===== src/rtl/rx_sample_arbiter.sv =====
// rtl/rx_sample_arbiter.sv - round-robin merge of per-receiver I/Q samples into one valid/ready stream
//
// Each receiver strobe is captured into a holding register. A round-robin grant then
// serializes the held samples into a single output word tagged with the receiver index
// and a last-of-set marker.
// Optional feature macro: RX_ARB_OVERRUN_EN enables the sticky per-receiver overrun flags;
// when undefined, overrun is tied low and clear_overrun is ignored.

module rx_sample_arbiter #(
  parameter int NRX = 4
) (
  input  logic              clock,
  input  logic              rst_n,
  input  logic [NRX-1:0]    rx_strobe,
  input  logic [24*NRX-1:0] rx_data_I,
  input  logic [24*NRX-1:0] rx_data_Q,
  input  logic [NRX-1:0]    enable_mask,
  output logic              out_valid,
  input  logic              out_ready,
  output logic [2:0]        out_rx,
  output logic [23:0]       out_I,
  output logic [23:0]       out_Q,
  output logic              out_last,
  output logic [NRX-1:0]    overrun,
  input  logic              clear_overrun
);

  typedef enum logic {
    ST_EMPTY = 1'b0,
    ST_FULL  = 1'b1
  } state_t;

  state_t         r_state;
  state_t         w_state_nxt;

  logic [23:0]    r_hold_i [NRX];
  logic [23:0]    r_hold_q [NRX];
  logic [NRX-1:0] r_pend;
  logic [2:0]     r_ptr;

  logic [2:0]     r_out_rx;
  logic [23:0]    r_out_i;
  logic [23:0]    r_out_q;
  logic           r_out_last;

  logic [NRX-1:0] w_req;
  logic [NRX-1:0] w_gnt_onehot;
  logic [3:0]     w_cand;
  logic           w_gnt_any;
  logic [2:0]     w_gnt_idx;
  logic           w_do_grant;
  logic [2:0]     w_ptr_nxt;
  logic [2:0]     w_last_idx;
  logic [23:0]    w_sel_i;
  logic [23:0]    w_sel_q;

  // A receiver whose enable bit has dropped is never eligible, even in the
  // single cycle before its pend bit is cleared.
  assign w_req = r_pend & enable_mask;

  // Round-robin search: first requesting receiver at or after r_ptr, modulo NRX.
  always_comb begin
    w_gnt_any = 1'b0;
    w_gnt_idx = 3'd0;
    w_cand    = 4'd0;
    for (int i = 0; i < NRX; i++) begin
      w_cand = {1'b0, r_ptr} + 4'(i);
      if (w_cand >= 4'(NRX)) begin
        w_cand = w_cand - 4'(NRX);
      end
      for (int k = 0; k < NRX; k++) begin
        if (!w_gnt_any && (w_cand == 4'(k)) && w_req[k]) begin
          w_gnt_any = 1'b1;
          w_gnt_idx = 3'(k);
        end
      end
    end
  end

  // Highest-index enabled receiver marks the end of a round (always 0 when NRX=1).
  always_comb begin
    w_last_idx = 3'd0;
    for (int k = 0; k < NRX; k++) begin
      if (enable_mask[k]) begin
        w_last_idx = 3'(k);
      end
    end
  end

  // Select the held sample of the granted receiver and decode the grant one-hot.
  always_comb begin
    w_sel_i      = 24'd0;
    w_sel_q      = 24'd0;
    w_gnt_onehot = '0;
    for (int k = 0; k < NRX; k++) begin
      if (w_gnt_idx == 3'(k)) begin
        w_sel_i         = r_hold_i[k];
        w_sel_q         = r_hold_q[k];
        w_gnt_onehot[k] = w_do_grant;
      end
    end
  end

  // Pointer moves to the receiver after the one granted, wrapping at NRX.
  assign w_ptr_nxt = (w_gnt_idx == 3'(NRX - 1)) ? 3'd0 : (w_gnt_idx + 3'd1);

  // Next-state and grant decision: refill the output slot whenever it is empty
  // or being accepted this cycle.
  always_comb begin
    w_state_nxt = r_state;
    w_do_grant  = 1'b0;
    case (r_state)
      ST_EMPTY: begin
        if (w_gnt_any) begin
          w_do_grant  = 1'b1;
          w_state_nxt = ST_FULL;
        end
      end
      ST_FULL: begin
        if (out_ready) begin
          if (w_gnt_any) begin
            w_do_grant = 1'b1;
          end else begin
            w_state_nxt = ST_EMPTY;
          end
        end
      end
    endcase
  end

  // State register.
  always_ff @(posedge clock or negedge rst_n) begin
    if (!rst_n) begin
      r_state <= ST_EMPTY;
    end else begin
      r_state <= w_state_nxt;
    end
  end

  // Per-receiver capture and pend tracking; a same-cycle strobe wins over the
  // grant clear so the freshly captured sample stays pending.
  always_ff @(posedge clock or negedge rst_n) begin
    if (!rst_n) begin
      r_pend <= '0;
      for (int k = 0; k < NRX; k++) begin
        r_hold_i[k] <= 24'd0;
        r_hold_q[k] <= 24'd0;
      end
    end else begin
      for (int k = 0; k < NRX; k++) begin
        if (!enable_mask[k]) begin
          r_pend[k] <= 1'b0;
        end else if (rx_strobe[k]) begin
          r_pend[k]   <= 1'b1;
          r_hold_i[k] <= rx_data_I[24*k +: 24];
          r_hold_q[k] <= rx_data_Q[24*k +: 24];
        end else if (w_gnt_onehot[k]) begin
          r_pend[k] <= 1'b0;
        end
      end
    end
  end

  // Output word and round-robin pointer load on every grant; held otherwise.
  always_ff @(posedge clock or negedge rst_n) begin
    if (!rst_n) begin
      r_out_rx   <= 3'd0;
      r_out_i    <= 24'd0;
      r_out_q    <= 24'd0;
      r_out_last <= 1'b0;
      r_ptr      <= 3'd0;
    end else if (w_do_grant) begin
      r_out_rx   <= w_gnt_idx;
      r_out_i    <= w_sel_i;
      r_out_q    <= w_sel_q;
      r_out_last <= (w_gnt_idx == w_last_idx);
      r_ptr      <= w_ptr_nxt;
    end
  end

  assign out_valid = (r_state == ST_FULL);
  assign out_rx    = r_out_rx;
  assign out_I     = r_out_i;
  assign out_Q     = r_out_q;
  assign out_last  = r_out_last;

`ifdef RX_ARB_OVERRUN_EN
  logic [NRX-1:0] r_overrun;
  logic [NRX-1:0] w_ovr_set;

  // Overrun only when a pending sample is overwritten without being taken.
  assign w_ovr_set = rx_strobe & enable_mask & r_pend & ~w_gnt_onehot;

  // Sticky overrun flags; clear beats a same-cycle set.
  always_ff @(posedge clock or negedge rst_n) begin
    if (!rst_n) begin
      r_overrun <= '0;
    end else if (clear_overrun) begin
      r_overrun <= '0;
    end else begin
      r_overrun <= r_overrun | w_ovr_set;
    end
  end

  assign overrun = r_overrun;
`else
  logic w_unused_clear;

  assign w_unused_clear = clear_overrun;
  assign overrun        = '0;
`endif

endmodule

===== config.mk =====
export PLATFORM = sky130hd
export DESIGN_NAME = rx_sample_arbiter
export DESIGN_NICKNAME = d
export VERILOG_FILES = /design/src/rtl/rx_sample_arbiter.sv
export SDC_FILE = /design/constraint.sdc
export NUM_CORES = 1
export LEC_CHECK = 0
export CAP_MARGIN = 0
export CORE_UTILIZATION = 42
export DETAILED_ROUTE_END_ITERATION = 12
export PLACE_DENSITY = 0.72
export SLEW_MARGIN = 15
export SYNTH_ARGS = -nofsm -noshare
export SYNTH_HDL_FRONTEND = slang
export SYNTH_SLANG_ARGS = --single-unit

===== constraint.sdc =====
create_clock -name clock -period 3.3 [get_ports clock]
set_clock_uncertainty 0.15 [all_clocks]
set_input_delay 0.825 -clock clock [delete_from_list [all_inputs] [get_ports clock]]
set_output_delay 0.825 -clock clock [all_outputs]
set_load 0.01 [all_outputs]

## Word-level counts from Yosys, hierarchy flattened

Cells that the tools add are included.

| cells by class | value |
|---|---|
| add/sub/neg operators | 8 |
| div/mod/pow operators | 0 |
| shift-type cells | 0 |
| mux-type cells | 68 |
| order comparisons | 4 |
| reduce and logical (&&, ||, !) cells | 55 |
| bitwise operators | 2 |
| multipliers | 0 |
| equality and inequality tests | 20 |

Operators by type and width:

| cell | count |
|---|---|
| 24-bit two-way mux | 8 |
| 3-bit two-way mux | 16 |
| 1-bit two-way mux | 37 |
| 4-bit by 2-bit equality test with 1-bit output, second input constant | 8 |
| 1-bit logical AND | 31 |
| 4-bit by 1-bit equality test with 1-bit output, second input constant | 4 |
| 4-bit zero test | 4 |
| 4-bit two-way mux | 4 |
| 1-bit zero test | 15 |
| 4-bit by 3-bit >= comparator with 1-bit output, second input constant | 3 |
| 3-bit by 2-bit != test with 1-bit output, second input constant | 4 |
| 4-bit by 3-bit subtractor with 4-bit output, second input constant | 3 |
| 3-bit by 2-bit adder with 4-bit output, second input constant | 2 |
| 2-bit AND reduction | 4 |
| 3-bit by 2-bit equality test with 1-bit output, second input constant | 2 |
| 3-bit by 1-bit adder with 4-bit output, second input constant | 1 |
| 4-bit AND | 1 |
| 1-bit one-hot mux with 2 select lines | 2 |
| 3-bit by 3-bit subtractor with 4-bit output, second input constant | 1 |
| 3-bit by 1-bit adder with 3-bit output, second input constant | 1 |
| 3-bit by 1-bit equality test with 1-bit output, second input constant | 1 |
| 3-bit equality test | 1 |
| 3-bit >= comparator, second input constant | 1 |
| 3-bit zero test | 1 |
| other kinds (2) | 2 |

| storage, ports and cells | value |
|---|---|
| bits in writable memories | 0 |
| memories | 0 |
| register bits | 252 |
| output and inout port bits | 57 |
| word-level logic and storage cells | 175 |
| latch bits | 0 |
| memory bits (read-only) | 0 |
| input bits | 204 |

## Depth between registers and ports, before layout

Gate-level depths: netlist (run 1).

| depth | value |
|---|---|
| word-level depth | 72 |
| gate-level depth with buffers | 20 |
| mapped depth without buffers | 16 |

## Worst setup path before layout (run 1)

No wires, ideal clock.

| path | value |
|---|---|
| kind | register to register |
| start | register r_ptr[1] |
| end | register r_out_i[3], in the netlist out_I[3] |
| path buffers | 4 |
| cell stages (with the launch flop) | 21 |
| setup time | 0.077 ns |
| setup slack | -0.091 ns |
| arrival time | 3.164 ns |
| clock period less this slack | 3.391 ns |
| required time | 3.073 ns |
| cells stage by stage | dfrtp_1 > buf_2 > nor2_2 > inv_1 > ha_1 > nor2_1 > nand4_1 > o21ai_1 > a311oi_2 > inv_1 > ha_1 > clkbuf_1 > nor2b_1 > buf_2 > buf_1 > a22oi_1 > nor2_1 > a21oi_1 > nor2_1 > a21oi_1 > a21oi_1 |

| between the ends | value |
|---|---|
| longest elaborated chain between the ends | 70 |
| elaborated cells on any way between the ends | 119 |
| those cells by class | add/sub (7); order compare (4); eq/ne (15); mux (42); reduce/logical (51) |

RTL lines:

| element | RTL line | text |
|---|---|---|
| from (decl) | 39 | `logic [2:0] r_ptr;` |
| from (signal assigned) | 177 | `r_ptr <= w_ptr_nxt;` |
| 3-bit by 3-bit subtractor with 4-bit output / 3-bit >= comparator (equally long branches) | 69, 68 |  |
| 4-bit two-way mux | 68 | `if (w_cand >= 4'(NRX)) begin` |
| 4-bit zero test | 72 | `if (!w_gnt_any && (w_cand == 4'(k)) && w_req[k]) begin` |
| 1-bit logical AND | 72 |  |
| 1-bit two-way mux | 72 |  |
| 1-bit zero test | 72 |  |
| 1-bit logical AND (2 in series) | 72 |  |
| 1-bit two-way mux | 72 |  |
| [... 51 more ...] | -- |  |
| 1-bit two-way mux | 72 |  |
| 1-bit zero test | 72 |  |
| 1-bit logical AND (2 in series) | 72 |  |
| 3-bit two-way mux (*) | 72 |  |
| named net w_gnt_idx[0] | 50 | `logic [2:0] w_gnt_idx;` |
| 3-bit zero test | 96 | `if (w_gnt_idx == 3'(k)) begin` |
| 24-bit two-way mux (3 in series) | 96 |  |
| 24-bit two-way mux (*) | 96 |  |
| to (signal assigned) | 174 | `r_out_i <= w_sel_i;` |
| to (decl) | 42 | `logic [23:0] r_out_i;` |

Mark *: on every way through the listed nets, which the timed path passes. The rest lies on a longest branch.
A chain may end at the register's enable or synchronous reset.

## Worst setup path in the final report (run 1)

| path | value |
|---|---|
| start | input port enable_mask[1] |
| end | register r_out_i[13], in the netlist out_I[13] |

| between the ends | value |
|---|---|
| longest elaborated chain between the ends | 64 |
| elaborated cells on any way between the ends | 85 |
| those cells by class | eq/ne (3); mux (37); bitwise (1); reduce/logical (44) |

RTL lines:

| element | RTL line | text |
|---|---|---|
| from (decl) | 17 | `input logic [NRX-1:0] enable_mask,` |
| 4-bit AND (*) | 59 | `assign w_req = r_pend & enable_mask;` |
| 1-bit logical AND | 72 |  |
| 1-bit two-way mux | 72 |  |
| 1-bit zero test | 72 |  |
| 1-bit logical AND (2 in series) | 72 |  |
| 1-bit two-way mux | 72 |  |
| 1-bit zero test | 72 |  |
| 1-bit logical AND (2 in series) | 72 |  |
| [... 41 more ...] | -- |  |
| 1-bit zero test | 72 |  |
| 1-bit logical AND (2 in series) | 72 |  |
| 1-bit two-way mux | 72 |  |
| 1-bit zero test | 72 |  |
| 1-bit logical AND (2 in series) | 72 |  |
| 3-bit two-way mux | 72 |  |
| 3-bit zero test | 96 |  |
| 24-bit two-way mux (4 in series) | 96 |  |

Every way passes the cells marked *; elsewhere a longest branch is shown, timed or not.

==> results of run 1 <==
-- cells by family (layout without fill, tap and decap cells) --
logic type      count (synthesis)  in the layout
xor+xnor                        1              1
buf+inv                        80            382
flops                         250            250
fa+ha+maj                       6              6
simple gates                  179            179
other cells                     2              7
compound gates                217            217
mux                           193            193
-- power groups by stage --
stage / combinational [mW] / clock, mW / sequential (mW)
CTS: 4.61 / 3.04 / 4.16
global route: 5.21 / 3.18 / 4.25
global placement: 4.45 / 0 / 4.18
detailed placement: 4.53 / 0 / 4.21
finish: 4.71 / 2.97 / 4.17
floorplan: 2.32 / 0 / 4.28
-- cells in the mapped netlist, types with 2 or more instances --
master	number	area share (%)
nand2b_1	2	0.12
nor2b_1	3	0.17
inv_1	9	0.31
o21ai_0	6	0.28
ha_1	6	0.69
buf_2	11	0.51
dfrtp_1	250	58
a22oi_1	47	3.3
a21oi_1	148	6.8
nor2_1	148	5.1
clkbuf_1	45	1.6
mux2_2	192	20
nand2_1	18	0.62
a21o_1	5	0.35
buf_4	8	0.55
buf_1	7	0.24
conb_1	2	0.069
nand3_1	3	0.14
-- critical path: stages --
cell	delay, ns
clkdlybuf4s50_1	0.45
buf_4	0.16
nand3_1	0.10
o21ai_0	0.09
o21ai_1	0.23
o2bb2a_4	0.20
ha_2	0.18
nor2b_4	0.14
buf_4	0.13
buf_4	0.15
buf_4	0.14
a22oi_1	0.15
nor2_1	0.06
a21oi_1	0.12
nor2_1	0.05
a21oi_1	0.14
a21oi_1	0.08
-- metal layers --
layer,up-vias,GRT usage (%)
li1,3821,-
met1,3884,28.0
met2,242,35.5
met3,47,4.35
met4,0,5.56
met5,-,0
-- repair_timing --
item | CTS | global route
cloned | 0 | 1
pin swaps | 0 | 9
resized for setup | 0 | 19
endpoints found under the setup margin | 10 | 48
setup buffers | 3 | 4
-- per-stage QoR --
step,total power [mW],instances
after global routing,12.6,1565
final,11.8,1565
after detailed placement,8.74,1511
after CTS,11.8,1560
after global placement,8.62,1511
after floorplan,6.61,933
-- cell type report --
| cell class | count | area share [%] |
|---|---|---|
| sequential | 250 | 40.9 |
| multi-input combinational | 603 | 28.5 |
| timing repair buffer | 327 | 22.0 |
| clock buffer | 40 | 5.13 |
| tap | 330 | 2.70 |
| clock inverter | 6 | 0.564 |
| inverter | 9 | 0.221 |
-- registers in the layout, summed over array words and instances, names as in the netlist --
signal / cells
out_I: 24
out_Q: 24
out_last: 1
out_rx: 2
out_valid: 1
r_hold_i: 96
r_hold_q: 96
r_pend: 4
r_ptr: 2
-- worst min-delay path by stage --
| stage | startpoint | endpoint | depth (start not counted) |
|---|---|---|---|
| after floorplan | r_hold_i[22]$_DFFE_PN0P_ | r_hold_i[22]$_DFFE_PN0P_ | 1 |
| after global placement | out_rx[0]$_DFFE_PN0N_ | out_rx[0]$_DFFE_PN0N_ | 1 |
| after detailed placement | out_rx[0]$_DFFE_PN0N_ | out_rx[0]$_DFFE_PN0N_ | 1 |
| after CTS | rst_n | out_I[9]$_DFFE_PN0N_ | 1 |
| after global routing | rst_n | out_I[9]$_DFFE_PN0N_ | 1 |
| final | rst_n | out_I[12]$_DFFE_PN0N_ | 1 |
==> flow_summary_export.csv, run 1 <==
group,metric,value,unit
status,status,"finished, final reports clean",
setup_path,crit_type,"primary input to register",
timing,worst_pin_slew,0.577,ns
timing,period_share,95.0,%
final_layout,regArea,0.00626,sq mm
yosys,netlist_area,0.0108,sq mm
min_path,hold_class,"primary input to asynchronous set/reset pin",
yosys,synth_ff_type,"dfrtp_1",
floorplanning,core_area,0.0253,sq mm
setup_path,endpoint,"out_I[13]$_DFFE_PN0N_",
clocking,cts_sinks,250,
routing,vias,7994,
routing,wl_met1,11900,um
clocking,cts.clk_slew.worst_paths,0.06,ns
pwr,p_switching,3.83,mW
yosys,seq_area_frac_synth,57.8,%
floorplanning,die_area,0.0264,sq mm
final_layout,antenna_cells,0,
floorplanning,die_h,163,um
yosys,avgSynthCellArea,11.7,sq um
timing,hold_ws,0.111,ns
final_layout,design_area,0.0153,sq mm
floorplanning,start_util,42.9,%
timing,setup_viol_count_final,0,
place,dp_hpwl,19500,um
yosys,synthArstFlopShare,100,%
final_layout,area_delta_synth_final,41.3,%
pwr,intPower,8.02,mW
clocking,hold_buffers,0,
timing,relSlewSlack,61.5,%
pwr,p_sw_share,32.3,%
routing,antenna_left,0,
setup_path,ff2ff_setup_slack,0.21,ns
setup_path,crit_path_start_kind,"primary input",
routing,met2_length,13400,um
floorplanning,rows,58,
final_layout,final_cell_mix,"251 x clkdlybuf4s50_1, 250 x dfrtp_1, 192 x mux2_2",
yosys,yosysWarningCount,0,
routing,wl_per_cell,17.7,um
setup_path,r2r_start,"r_ptr[0]$_DFFE_PN0N_",
place,dpl_cell_area,0.0143,sq mm
timing,drv_slew,0,
final_layout,mostFrequentLayoutCell,"clkdlybuf4s50_1",
setup_path,cp_max_fo,5,
setup_path,r2r-end,"out_I[14]$_DFFE_PN0N_",
place,post-place-ws,-0.605,ns
global_routing,grt_usage,21.2,%
global_routing,grt_overflow,0,
timing,fin_setup_tns,0,ns
yosys,ys_seq_elements,250,
clocking,cts_tree,"yes",
global_routing,grt_pass1_wl,44500,um
yosys,synthAdderAreaFrac,0.693,%
yosys,synth_top_family_by_area,"multiplexers",
final_layout,drive_above_1_share,26.6,%
timing,worst_slack,0.166,ns
yosys,muxShareOfSynthArea,20.1,%
timing,max_freq,0.319,GHz
floorplanning,die_w,163,um
routing,wl_met3,1750,um
place,portBuffers,254,
clocking,ctsLongestPathBuffers,3,
routing,firstDrtPassIters,5,
setup_path,setup.worst_path.start,"enable_mask[1]",
yosys,synth-edff-count,0,
timing,finalHoldViolCount,0,
yosys,yosys.area_share.simple,6.50,%
setup_path,critPathRequiredTime,3.56,ns
global_routing,grt_max_degree,73,
pwr,p_clk_share,25.1,%
yosys,synth_compound_area_share,11.6,%
floorplanning,io_pins,261,
pwr,ir_drop,0.510,mV
pwr,p_per_area,774,mW/mm^2
pwr,power_frac_comb,39.8,%
routing,top_layer_used,"met4",
routing,route.detailed.drc,0,
clocking,htree_levels,1,
timing,min_period,3.13,ns
routing,dr.first_iter.drc_count,391,
clocking,root_buffer,"clkbuf_16",
global_routing,grt_pass1_vias,8448,
routing,via_per_inst,5.11,
clocking,clk_latency,0.53,ns
routing,wirelength,27800,um
global_routing,antenna_found_initial,0,
yosys,ys_types,36,
pwr,leakagePower,6.56,nW
yosys,synth_xor_xnor_area_share,0.0809,%
place,place.gp.congestion,0.817,
pwr,pwr-share-seq,35.2,%
final_layout,fillers,2051,
final_layout,fin_util,60.6,%
final_layout,final_nets,1428,
setup_path,cp.arrival,3.40,ns
flow_run,cap_violations,0,
final_layout,multi_input_area,0.00435,sq mm
setup_path,reg2reg_depth,19,
clocking,cts_made_buffers,27,
setup_path,cp-end-kind,"register",
yosys,netlist_instances,928,
Note: power is estimated with default switching activity, not from simulation.
==> run 2, diff against run 1 <==
--- a/config.mk
+++ b/config.mk
@@ -8,7 +8,7 @@
 export CAP_MARGIN = 0
 export CORE_UTILIZATION = 42
 export DETAILED_ROUTE_END_ITERATION = 12
-export PLACE_DENSITY = 0.72
+export PLACE_DENSITY = 0.69
 export SLEW_MARGIN = 15
 export SYNTH_ARGS = -nofsm -noshare
 export SYNTH_HDL_FRONTEND = slang
==> constraint.sdc (replaced) <==
create_clock -name clock -period 3.5 [get_ports clock]
set_clock_uncertainty 0.15 [all_clocks]
set_input_delay 0.875 -clock clock [delete_from_list [all_inputs] [get_ports clock]]
set_output_delay 0.875 -clock clock [all_outputs]
set_load 0.01 [all_outputs]
==> flow_summary_export.csv, run 2 (synthesis results as in run 1) <==
group,metric,value,unit
clocking,ctsLongestPathBuffers,3,
clocking,root_buffer,"clkbuf_16",
floorplanning,die_w,163,um
routing,antenna_left,0,
timing,setup_viol_count_final,0,
timing,min_period,3.31,ns
clocking,htree_levels,1,
timing,rsz0062_at_grt,"false",
clocking,clk_latency,0.53,ns
setup_path,crit_path_start_kind,"primary input",
final_layout,stdcell_count,1548,
flow_run,cap_violations,0,
final_layout,antenna_cells,0,
routing,vias,7930,
floorplanning,io_pins,261,
timing,relSlewSlack,57.2,%
routing,wl_per_cell,18.1,um
place,dp_hpwl,19100,um
final_layout,fin_util,59.7,%
global_routing,grt_usage,21.3,%
floorplanning,rows,58,
clocking,cts_made_buffers,27,
floorplanning,die_h,163,um
timing,period_share,94.4,%
final_layout,mostFrequentLayoutCell,"clkdlybuf4s50_1",
place,post-place-ws,-0.441,ns
setup_path,cp-end-kind,"register",
floorplanning,start_util,42.9,%
setup_path,critPathRequiredTime,3.80,ns
global_routing,antenna_found_initial,1,
clocking,cts_tree,"yes",
place,placedCellCount,1500,
timing,fin_setup_tns,0,ns
floorplanning,die_area,0.0264,sq mm
setup_path,cp_max_fo,19,
routing,via_per_inst,5.12,
clocking,cts_sinks,250,
timing,hold_ws,0.195,ns
global_routing,grt_pass1_vias,8021,
routing,dr.first_iter.drc_count,452,
timing,worst_pin_slew,0.642,ns
timing,drv_slew,0,
setup_path,crit_type,"primary input to register",
final_layout,design_area,0.0151,sq mm
timing,worst_slack,0.195,ns
routing,wirelength,28000,um
routing,firstDrtPassIters,4,
clocking,cts.clk_slew.worst_paths,0.06,ns
status,status,"finished, final reports clean",
final_layout,final_cell_mix,"253 x clkdlybuf4s50_1, 250 x dfrtp_1, 192 x mux2_2",
timing,finalHoldViolCount,0,
final_layout,final_nets,1411,
min_path,hold_class,"primary input to asynchronous set/reset pin",
final_layout,drive_above_1_share,25.0,%
global_routing,grt_overflow,0,
global_routing,grt_pass1_wl,44000,um
place,dpl_cell_area,0.0142,sq mm
final_layout,area_delta_synth_final,39.3,%
setup_path,cp.arrival,3.60,ns
global_routing,grt_max_degree,80,
pwr,total_power,11.0,mW
pwr,p_per_area,728,mW/mm^2
routing,route.detailed.drc,0,
pwr,leakagePower,6.44,nW
timing,max_freq,0.303,GHz
floorplanning,core_area,0.0253,sq mm
final_layout,reg_top3,"r_hold_i x96, r_hold_q x96",
pwr,ir_drop,0.468,mV
place,portBuffers,254,
place,place.gp.congestion,0.788,
setup_path,ff2ff_setup_slack,0.22,ns
## run 2: cell type report
type | count | area (sq um)
inverters | 9 | 33.8
flip-flops and latches | 250 | 6260
repair buffers | 310 | 3180
clock inverters | 10 | 128
clock buffers | 36 | 769
well taps | 330 | 413
multi-input cells | 603 | 4300
fillers | 2118 | 10200
## run 2: repair_timing
action	in CTS	in global routing
hold buffers	0	0
gates resized for setup	0	2
setup endpoints to repair	0	18
buffers inserted	0	2
## run 2: worst paths after layout
path	startpoint	end	cells past startpoint
min in group clock	r_hold_i[17]$_DFFE_PN0P_	r_hold_i[17]$_DFFE_PN0P_	1
min reg2reg	r_hold_i[17]$_DFFE_PN0P_	r_hold_i[17]$_DFFE_PN0P_	1
max	enable_mask[2]	out_I[2]$_DFFE_PN0N_	16
min	rst_n	r_hold_i[9]$_DFFE_PN0P_	1
max reg2reg	r_ptr[1]$_DFFE_PN0N_	out_I[2]$_DFFE_PN0N_	18
max in group asynchronous	rst_n	r_hold_i[1]$_DFFE_PN0P_	2
## run 2: critical path, cell delays in order
cell	delay (ns)
clkdlybuf4s50_1	0.49
nand2_1	0.14
o21ai_0	0.23
a211oi_2	0.07
a311oi_2	0.24
buf_4	0.17
inv_1	0.05
ha_2	0.22
nor2b_4	0.15
buf_4	0.28
a22oi_1	0.11
nor2_1	0.14
a21oi_1	0.07
nor2_1	0.12
a21oi_1	0.07
a21oi_1	0.14
## run 2: where the power goes
group	internal (mW)	leakage (nW)	switching, mW
combinational	2.09	3.06	2.08
clock	1.75	0.445	1.13
sequential	3.57	2.93	0.348
total	7.41	6.44	3.56
## run 2: metal layers
layer / GRT usage, % / routed length [um]
met1: 28.4 / 12100
met2: 35.4 / 13400
met3: 4.71 / 1780
met4: 4.93 / 613
met5: 0 / 13
==> run 3, diff against run 2 <==
--- a/config.mk
+++ b/config.mk
@@ -5,7 +5,7 @@
 export SDC_FILE = /design/constraint.sdc
 export NUM_CORES = 1
 export LEC_CHECK = 0
-export CAP_MARGIN = 0
+export CAP_MARGIN = 15
 export CORE_UTILIZATION = 42
 export DETAILED_ROUTE_END_ITERATION = 12
 export PLACE_DENSITY = 0.69
==> results of run 3 <==
No change in the layout: final DEF, timing and power equal those of run 2.
